## src/rtl/sentinel_pkg.sv

```systemverilog
// sentinel_pkg: shared key constant, FSM state type and 7-segment patterns for the Sentinel key path and gate.
package sentinel_pkg;
  localparam logic [7:0] VAELIX_KEY = 8'hB6;
  typedef enum logic [1:0] {IDLE, CAPTURE, WAIT_RELEASE, LOCKOUT} state_t;
  // Segment order {g,f,e,d,c,b,a}, active high.
  localparam logic [6:0] SEG_BLANK = 7'h00;
  localparam logic [6:0] SEG_DASH  = 7'h40;
  localparam logic [6:0] SEG_O     = 7'h3F;
  localparam logic [6:0] SEG_P     = 7'h73;
  localparam logic [6:0] SEG_E     = 7'h79;
  localparam logic [6:0] SEG_N     = 7'h54;
  localparam logic [6:0] SEG_L     = 7'h38;
  localparam logic [6:0] SEG_C     = 7'h39;
  localparam logic [6:0] SEG_D     = 7'h5E;
endpackage

```

## src/rtl/sentinel_debounce.sv

```systemverilog
// sentinel_debounce: 2-flop synchroniser plus stability counter for one bouncy asynchronous input.
module sentinel_debounce #(
  parameter int DEBOUNCE_CYCLES = 16
) (
  input  logic clk,
  input  logic rst,
  input  logic ena,
  input  logic raw,
  output logic db
);
  localparam int CW = $clog2(DEBOUNCE_CYCLES + 1);
  logic [1:0] sync;
  logic [CW-1:0] cnt;
  always_ff @(posedge clk or posedge rst) begin
    if (rst) sync <= '0;
    else sync <= {sync[0], raw};
  end
  // The counter restarts on every flip, so it never climbs past DEBOUNCE_CYCLES-1.
  always_ff @(posedge clk or posedge rst) begin
    if (rst) begin
      cnt <= '0;
      db <= 1'b0;
    end else if (ena) begin
      if (sync[1] == db) cnt <= '0;
      else if (cnt == CW'(DEBOUNCE_CYCLES - 1)) begin
        db <= sync[1];
        cnt <= '0;
      end else cnt <= cnt + 1'b1;
    end
  end
endmodule

```

## src/rtl/sentinel_key_conditioner.sv

```systemverilog
// sentinel_key_conditioner: syncs the DIP key, debounces submit, captures the key and tracks failed attempts.
// Fail counter, LOCKOUT state and lockout timer exist only when SENTINEL_LOCKOUT_EN is defined.
module sentinel_key_conditioner
  import sentinel_pkg::*;
#(
  parameter int DEBOUNCE_CYCLES = 16,
  parameter int MAX_FAIL = 3,
  parameter int LOCKOUT_CYCLES = 1024
) (
  input  logic       clk,
  input  logic       rst,
  input  logic       ena,
  input  logic [7:0] key_raw,
  input  logic       submit_raw,
  output logic [7:0] key_out,
  output logic       key_valid,
  output logic       match,
  output logic       locked_out,
  output logic [1:0] fail_count
);
  if (DEBOUNCE_CYCLES < 1 || MAX_FAIL < 1 || MAX_FAIL > 3 || LOCKOUT_CYCLES < 1) begin : g_bad_params
    $error("sentinel_key_conditioner: parameter out of range");
  end
  logic [7:0] k1, key_sync;
  logic submit_db;
  state_t state, state_n;
  logic [7:0] key_q, key_q_n;
  logic valid_n;
  always_ff @(posedge clk or posedge rst) begin
    if (rst) {key_sync, k1} <= '0;
    else {key_sync, k1} <= {k1, key_raw};
  end
  sentinel_debounce #(.DEBOUNCE_CYCLES(DEBOUNCE_CYCLES)) u_debounce (
    .clk(clk),
    .rst(rst),
    .ena(ena),
    .raw(submit_raw),
    .db(submit_db)
  );
`ifdef SENTINEL_LOCKOUT_EN
  localparam int LW = $clog2(LOCKOUT_CYCLES + 1);
  logic [LW-1:0] lock_cnt, lock_cnt_n;
  logic [1:0] fails, fails_n, fails_inc;
  assign fails_inc = fails + 2'd1;
  assign fail_count = fails;
  assign locked_out = state == LOCKOUT;
  always_ff @(posedge clk or posedge rst) begin
    if (rst) begin
      fails <= '0;
      lock_cnt <= '0;
    end else if (ena) begin
      fails <= fails_n;
      lock_cnt <= lock_cnt_n;
    end
  end
`else
  assign fail_count = 2'd0;
  assign locked_out = 1'b0;
`endif
  always_comb begin
    state_n = state;
    key_q_n = key_q;
    valid_n = 1'b0;
`ifdef SENTINEL_LOCKOUT_EN
    fails_n = fails;
    lock_cnt_n = lock_cnt;
`endif
    case (state)
      IDLE: if (submit_db) begin
        key_q_n = key_sync;
        valid_n = 1'b1;
        state_n = CAPTURE;
      end
      CAPTURE: begin
        state_n = WAIT_RELEASE;
`ifdef SENTINEL_LOCKOUT_EN
        fails_n = match ? 2'd0 : fails_inc;
        if (!match && fails_inc == 2'(MAX_FAIL)) begin
          state_n = LOCKOUT;
          key_q_n = '0;
        end
`endif
      end
      WAIT_RELEASE: if (!submit_db) state_n = IDLE;
`ifdef SENTINEL_LOCKOUT_EN
      LOCKOUT: begin
        lock_cnt_n = lock_cnt + 1'b1;
        if (lock_cnt == LW'(LOCKOUT_CYCLES - 1)) begin
          lock_cnt_n = '0;
          fails_n = '0;
          state_n = WAIT_RELEASE;
        end
      end
`endif
      default: state_n = IDLE;
    endcase
  end
  // match is registered alongside key_q so CAPTURE can act on it without a compare path from the inputs.
  always_ff @(posedge clk or posedge rst) begin
    if (rst) begin
      state <= IDLE;
      key_q <= '0;
      match <= 1'b0;
      key_valid <= 1'b0;
    end else begin
      key_valid <= ena & valid_n;
      if (ena) begin
        state <= state_n;
        key_q <= key_q_n;
        match <= key_q_n == VAELIX_KEY;
      end
    end
  end
  assign key_out = key_q;
endmodule

```

## config.mk

```make
export PLATFORM = sky130hd
export DESIGN_NAME = sentinel_key_conditioner
export DESIGN_NICKNAME = d
export VERILOG_FILES = /design/src/rtl/sentinel_pkg.sv /design/src/rtl/sentinel_debounce.sv /design/src/rtl/sentinel_key_conditioner.sv
export SDC_FILE = /design/constraint.sdc
export NUM_CORES = 1
export LEC_CHECK = 0
export ABC_CLOCK_PERIOD_IN_PS = 1800
export CORE_MARGIN = 3
export CORE_UTILIZATION = 30
export DETAILED_ROUTE_END_ITERATION = 10
export HOLD_SLACK_MARGIN = 0.05
export PLACE_DENSITY = 0.54
export SETUP_SLACK_MARGIN = 0.2
export SYNTH_ARGS = -nofsm -noshare
export SYNTH_HDL_FRONTEND = slang
export SYNTH_HIERARCHICAL = 1
export SYNTH_SLANG_ARGS = --single-unit
```

## constraint.sdc

```tcl
create_clock -name clk -period 1.8 [get_ports clk]
set_input_delay 0.36 -clock clk [delete_from_list [all_inputs] [get_ports clk]]
set_output_delay 0.36 -clock clk [all_outputs]
set_load 0.01 [all_outputs]
```

==> impl_metrics.yaml, run 1 <==
placed_design:
  post_place_instance_area_sq_um: 1649
  portBuffers: 21
  hpwl_mm: 1.654
  globalplace.congestion: 0.7550
  place_inst: 164
  pre_cts_slack_ns: 0.09988
die:
  design.die.area_sq_um: 5436
  die-height_um: 73.73
  floorplan.die.width_um: 73.73
  placement_rows: 24
  start_util: 0.3139
  floorplan.core_area_sq_um: 4384
  num_io_pins: 25
worst_setup_path:
  crit_path_end_kind: "output port"
  cp.arrival_ns: 1.19
  critical_path.cell_chain: "clkdlybuf4s50_1"
  worst-endpoint-required_ns: 1.44
  reg2reg_slack_ns: 0.46
  critical_path.startpoint: "match$_DFFE_PP0P_"
  timing.critical_path.max_delay_family: "buffers and inverters"
  crit_type: "reg2out"
  worstPathBufferInverterCount: 1
  r2r_cells: 4
  critical-path-slowest-cell: "sky130_fd_sc_hd__clkdlybuf4s50_1"
  setup.worst_path.start_class: "register"
  timing.critical_path.fanout_max: 2
  timing.rr.end: "u_debounce/db$_DFFE_PP0P_"
  worstReg2RegStart: "u_debounce/cnt[0]$_DFFE_PP0P_"
  timing.critical_path.slowest_cell_delay_ns: 0.54
routing:
  wire_per_inst_um: 13.47
  drt-vias-per-instance: 4.526
  drt-total-wl_mm: 2.331
  route.vias.total: 783
  route.detailed.drc: 0
  dr.pass1.iters: 4
  drc_violation_total_after_the_first_tritonroute_iteration: 21
  postRouteAntennaNets: 0
synthesis:
  synth.avg_cell_area_sq_um: 15.12
  mappedNetlistArea_sq_um: 1376
  synth_seq_area_share: 0.6545
  synth_cell_type_count: 34
  synth_register_bits: 36
  yosysWarningCount: 6
  syn-instance-count: 91
clock_network:
  clockBufferDepth: 2
  clk_pin_slew_worst_paths_ns: 0.08
  cts-buffers-inserted: 5
  cts_tree: "done"
  clock_insertion_delay_worst_skew_ns: 0.29
  clock-root-buffer: "sky130_fd_sc_hd__clkbuf_8"
  clock_sink_count: 36
  ctsHtreeMaxLevel: 2
timing:
  clock_skew_ns: 0.01115
  final-max-slew-violation-count: 0
  grt_setup_unrepaired: "no"
  timing.fmax_mhz: 646.7
  setup_tns_ns: 0
  final_critical_path_setup_slack_ns: 0.2536
  layout_worst_path_cycle_share: 0.8591
  setup_viol_count_final: 0
  minimum_clock_period_after_layout_ns: 1.546
  finalHoldViolations: 0
final_layout:
  post-route-cell-area_sq_um: 1773
  filler_cell_count: 412
  syn2layout_area_growth_pct: 28.82
  stdcell_count: 173
  antenna_cells: 0
  layout_cell_share_with_drive_strength_beyond_1: 0.2231
  fin_nets: 133
global_route:
  initial_antenna_violation_count: 0
  grt-ovfl-total: 0
  global_route.peak_usage_layer: "met2"
  grt_max_degree: 29
  grt.total_usage: 0.09837
  grtUsageMet3: 0.04514
  use_met1: 0.1144
  first_pass_grt_wire_length_mm: 3.939
  use_met2: 0.1526
  vias_in_the_first_global_route: 823
worst_hold_path:
  min-delay-path-class: "in2async"
run:
  max_cap_viols: 0
power:
  leakage_nw: 0.9036
  irDropWorstVdd_uv: 552.5
  cellPowerDensity_nw_per_um2: 1244
  power.total_mw: 2.205
run_status:
  outcome: "finished, final reports clean"
[cells in the final DEF, fill, tap and decap left out, types with 2 or more instances in the layout]
cell type                          n
sky130_fd_sc_hd__dlygate4sd2_1     3
sky130_fd_sc_hd__nand3b_1          3
sky130_fd_sc_hd__inv_1             7
sky130_fd_sc_hd__conb_1            3
sky130_fd_sc_hd__clkbuf_8          5
sky130_fd_sc_hd__dfrtp_1          36
sky130_fd_sc_hd__nand2_1           4
sky130_fd_sc_hd__mux2_4            8
sky130_fd_sc_hd__dlymetal6s2s_1    5
sky130_fd_sc_hd__buf_4             3
sky130_fd_sc_hd__clkdlybuf4s50_1  13
sky130_fd_sc_hd__o21ai_0           2
[cell families after synthesis]
kind of cell	after synthesis	synth area share
xor gates and xnor gates	1	0.01182
and+or+nand+nor	20	0.1109
buffers and inverters	12	0.05182
other	1	0.002725
DFF	36	0.6545
adders and majority gates	1	0.009089
muxes	9	0.09546
AOI/OAI and AO/OA	11	0.06364
[registers in the layout (all words and copies together) (netlist names)]
name and count:
k1 8, key_out 8, key_sync 8, u_debounce/cnt 5, state 2, u_debounce/sync 2
key_valid 1, match 1, u_debounce/db 1
[Yosys cell counts (all sizes together)]
master   count  area share
o221ai       1       0.011
nand3        1      0.0073
nand4bb      1      0.0082
inv          7       0.019
o22ai        1      0.0045
o21ai        4       0.017
mux2         9       0.095
nand3b       3       0.016
ha           1      0.0091
o2111ai      1      0.0064
a21boi       1      0.0055
conb         1      0.0027
dfrtp       36        0.65
nor4bb       1      0.0073
and4bb       1      0.0091
nand4        1      0.0045
and2b        1      0.0064
nor3b        2       0.015
o2bb2ai      1      0.0064
a21o         1      0.0064
a211o        1      0.0064
xor2         1       0.012
and3         2       0.010
buf          5       0.033
nand2b       1      0.0045
nand2        4       0.011
nor4         1      0.0045
and4b        1      0.0073
[repair_timing]
action / 4_1_cts / 5_1_grt
hold buffers: 0 / 0
buffers inserted: 1 / 0
setup endpoints to repair: 4 / 5
resized for setup: 3 / 5
[through the flow]
step / hold slack, ns / utilization
2_1_floorplan: 0.1757 / -
3_3_place_gp: 0.3314 / 0.3761
3_5_place_dp: 0.3370 / 0.3761
4_1_cts: 0.3496 / 0.4015
5_1_grt: 0.3538 / 0.4044
6_report: 0.3417 / 0.4044
[power breakdown]
group / internal, mW / leakage [nW] / switching, mW
Sequential: 0.941 / 0.454 / 0.104
Clock: 0.411 / 0.0552 / 0.276
Combinational: 0.298 / 0.395 / 0.175
Total: 1.65 / 0.904 / 0.555
[area by class of cell]
cell class              instances  area, sq um  area share
flip-flops and latches         36        900.9      0.5081
multi-input cells              45        411.6      0.2322
repair buffers                 25        261.5      0.1475
clock buffers                   6        72.57     0.04093
well taps                      52        65.06     0.03670
clock inverters                 2        35.03     0.01976
inverters                       7        26.28     0.01482
[worst max-delay path by stage]
stage,endpoint,slack [ns],cells after the start
floorplan,u_debounce/db$_DFFE_PP0P_,0.55,4
global placement,match$_DFFE_PP0P_,0.11,5
detailed placement,match$_DFFE_PP0P_,0.1,5
CTS,key_out[5],0.20,1
global route,match,0.20,1
finish,match,0.25,1
[metal layers]
metal,vias up,part of all wire
met4,0,0.022
met2,20,0.49
met1,391,0.42
met5,-,0
li1,367,-
met3,5,0.061
Power figures use the tool's default switching activity.
==> run 2, diff against run 1 <==
--- a/config.mk
+++ b/config.mk
@@ -6,6 +6,7 @@
 export NUM_CORES = 1
 export LEC_CHECK = 0
 export ABC_CLOCK_PERIOD_IN_PS = 1800
+export CAP_MARGIN = 10
 export CORE_MARGIN = 3
 export CORE_UTILIZATION = 30
 export DETAILED_ROUTE_END_ITERATION = 10
==> results of run 2 <==
No change in the layout: final DEF, timing and power equal those of run 1.
==> run 3, diff against run 2 <==
--- a/config.mk
+++ b/config.mk
@@ -12,6 +12,7 @@
 export DETAILED_ROUTE_END_ITERATION = 10
 export HOLD_SLACK_MARGIN = 0.05
 export PLACE_DENSITY = 0.54
+export RECOVER_POWER = 25
 export SETUP_SLACK_MARGIN = 0.2
 export SYNTH_ARGS = -nofsm -noshare
 export SYNTH_HDL_FRONTEND = slang
==> run 3 against run 2 <==
Compared with the run above: clock skew hardly changed; worst hold slack improved by 0.0088 ns; largest cell class unchanged; flip-flop and latch count did not move; first-iteration DRC count did not move; setup slack about the same; critical path depth did not move.
==> impl_metrics.yaml, run 3 (same netlist as run 1, synthesis figures left out) <==
clock_network:
  clock_insertion_delay_worst_skew_ns: 0.29
  cts_tree: "done"
  cts-buffers-inserted: 5
  clockBufferDepth: 2
  cts-hold-fix-buffers: 0
  clock-root-buffer: "sky130_fd_sc_hd__clkbuf_8"
  ctsHtreeMaxLevel: 2
  clock_sink_count: 36
  clk_pin_slew_worst_paths_ns: 0.08
final_layout:
  register_area_sq_um: 900.9
  layout_cell_share_with_drive_strength_beyond_1: 0.2231
  filler_cell_count: 412
  layout_commonest_cell: "sky130_fd_sc_hd__dfrtp_1"
  multiInputGateArea_sq_um: 411.6
  mostFrequentLayoutCells: "36 x sky130_fd_sc_hd__dfrtp_1, 10 x sky130_fd_sc_hd__dlygate4sd3_1, 8 x sky130_fd_sc_hd__mux2_4"
  syn2layout_area_growth_pct: 28.82
  fin_nets: 133
  antenna_cells: 0
timing:
  setup_viol_count_final: 0
  finalHoldViolations: 0
  minimum_clock_period_after_layout_ns: 1.546
  clock_skew_ns: 0.01115
  setup_tns_ns: 0
  timing.fmax_mhz: 646.7
  grt_setup_unrepaired: "no"
  final-max-slew-violation-count: 0
  final_critical_path_setup_slack_ns: 0.2536
  layout_worst_path_cycle_share: 0.8591
routing:
  drt-vias-per-instance: 4.503
  route.detailed.drc: 0
  drt-total-wl_mm: 2.327
  route.vias.total: 779
  wire_per_inst_um: 13.45
  postRouteAntennaNets: 0
  dr.pass1.iters: 4
  drc_violation_total_after_the_first_tritonroute_iteration: 21
worst_setup_path:
  timing.critical_path.max_delay_family: "buffers and inverters"
  critical-path-slowest-cell: "sky130_fd_sc_hd__clkdlybuf4s50_1"
  worstReg2RegStart: "u_debounce/cnt[0]$_DFFE_PP0P_"
  worstSetupPathDepth: 1
  worst-endpoint-required_ns: 1.44
  timing.critical_path.fanout_max: 2
  setup.worst_path.start_class: "register"
  cp.arrival_ns: 1.19
  crit_path_end_kind: "output port"
  timing.rr.end: "u_debounce/db$_DFFE_PP0P_"
  r2r_cells: 4
  reg2reg_slack_ns: 0.46
  timing.critical_path.slowest_cell_delay_ns: 0.54
  crit_type: "reg2out"
  worstPathBufferInverterCount: 1
  critical_path.cell_chain: "clkdlybuf4s50_1"
die:
  start_util: 0.3139
  num_io_pins: 25
  placement_rows: 24
  floorplan.core_area_sq_um: 4384
  die-height_um: 73.73
  design.die.area_sq_um: 5436
  floorplan.die.width_um: 73.73
worst_hold_path:
  holdPathStages: 0
  hold_path_startpoint: "k1[7]$_DFF_PP0_"
  min_to: "key_sync[7]$_DFF_PP0_"
  min-delay-path-class: "reg2reg"
global_route:
  grt_max_degree: 29
  initial_antenna_violation_count: 0
  first_pass_grt_wire_length_mm: 3.939
  grt-ovfl-total: 0
  grt.total_usage: 0.09837
  vias_in_the_first_global_route: 823
placed_design:
  hpwl_mm: 1.654
  pre_cts_slack_ns: 0.09988
  globalplace.congestion: 0.7550
  portBuffers: 21
power:
  cellPowerDensity_nw_per_um2: 1241
  leakage_nw: 0.9062
  irDropWorstVdd_uv: 550.4
run_status:
  outcome: "finished, final reports clean"
run:
  max_cap_viols: 0
run 3: area by class of cell:
type                    count  area share
clock buffers               6     0.04093
repair buffers             25      0.1475
inverters                   7     0.01482
clock inverters             2     0.01976
flip-flops and latches     36      0.5081
well taps                  52     0.03670
multi-input cells          45      0.2322
run 3: layer usage:
metal  vias to the layer above  share of wire  GRT usage  wire length (um)
li1                        367              -          -                 -
met1                       387           0.43     0.1144               994
met2                        20           0.49     0.1526              1141
met3                         5          0.061    0.04514               141
met4                         0          0.022    0.04829                51
met5                         -              0          0                 0
run 3: through the flow:
step	instance area [sq um]	hold slack, ns	util	power [mW]	cells
floorplan	1384	0.1757	-	1.311	93
global placement	1649	0.3314	0.3761	1.551	164
detailed placement	1649	0.3370	0.3761	1.569	164
CTS	1760	0.3496	0.4015	2.259	173
global route	1773	0.3538	0.4044	2.319	173
finish	1773	0.3505	0.4044	2.201	173
run 3: worst max path at each step:
stage | slack [ns] | to | startpoint
floorplan | 0.55 | u_debounce/db$_DFFE_PP0P_ | u_debounce/cnt[0]$_DFFE_PP0P_
global placement | 0.11 | match$_DFFE_PP0P_ | ena
detailed placement | 0.1 | match$_DFFE_PP0P_ | ena
CTS | 0.20 | key_out[5] | key_out[5]$_DFFE_PP0P_
global route | 0.20 | match | match$_DFFE_PP0P_
finish | 0.25 | match | match$_DFFE_PP0P_
run 3: timing repair:
item | CTS | global route
endpoints found under the setup margin | 4 | 5
gates resized for setup | 3 | 5
setup buffers | 1 | 0
cloned | 0 | 0
run 3: where the power goes:
| group | switching, mW | internal [mW] | leakage, nW |
|---|---|---|---|
| sequential | 0.104 | 0.941 | 0.454 |
| clock | 0.276 | 0.411 | 0.0552 |
| combinational | 0.175 | 0.294 | 0.397 |
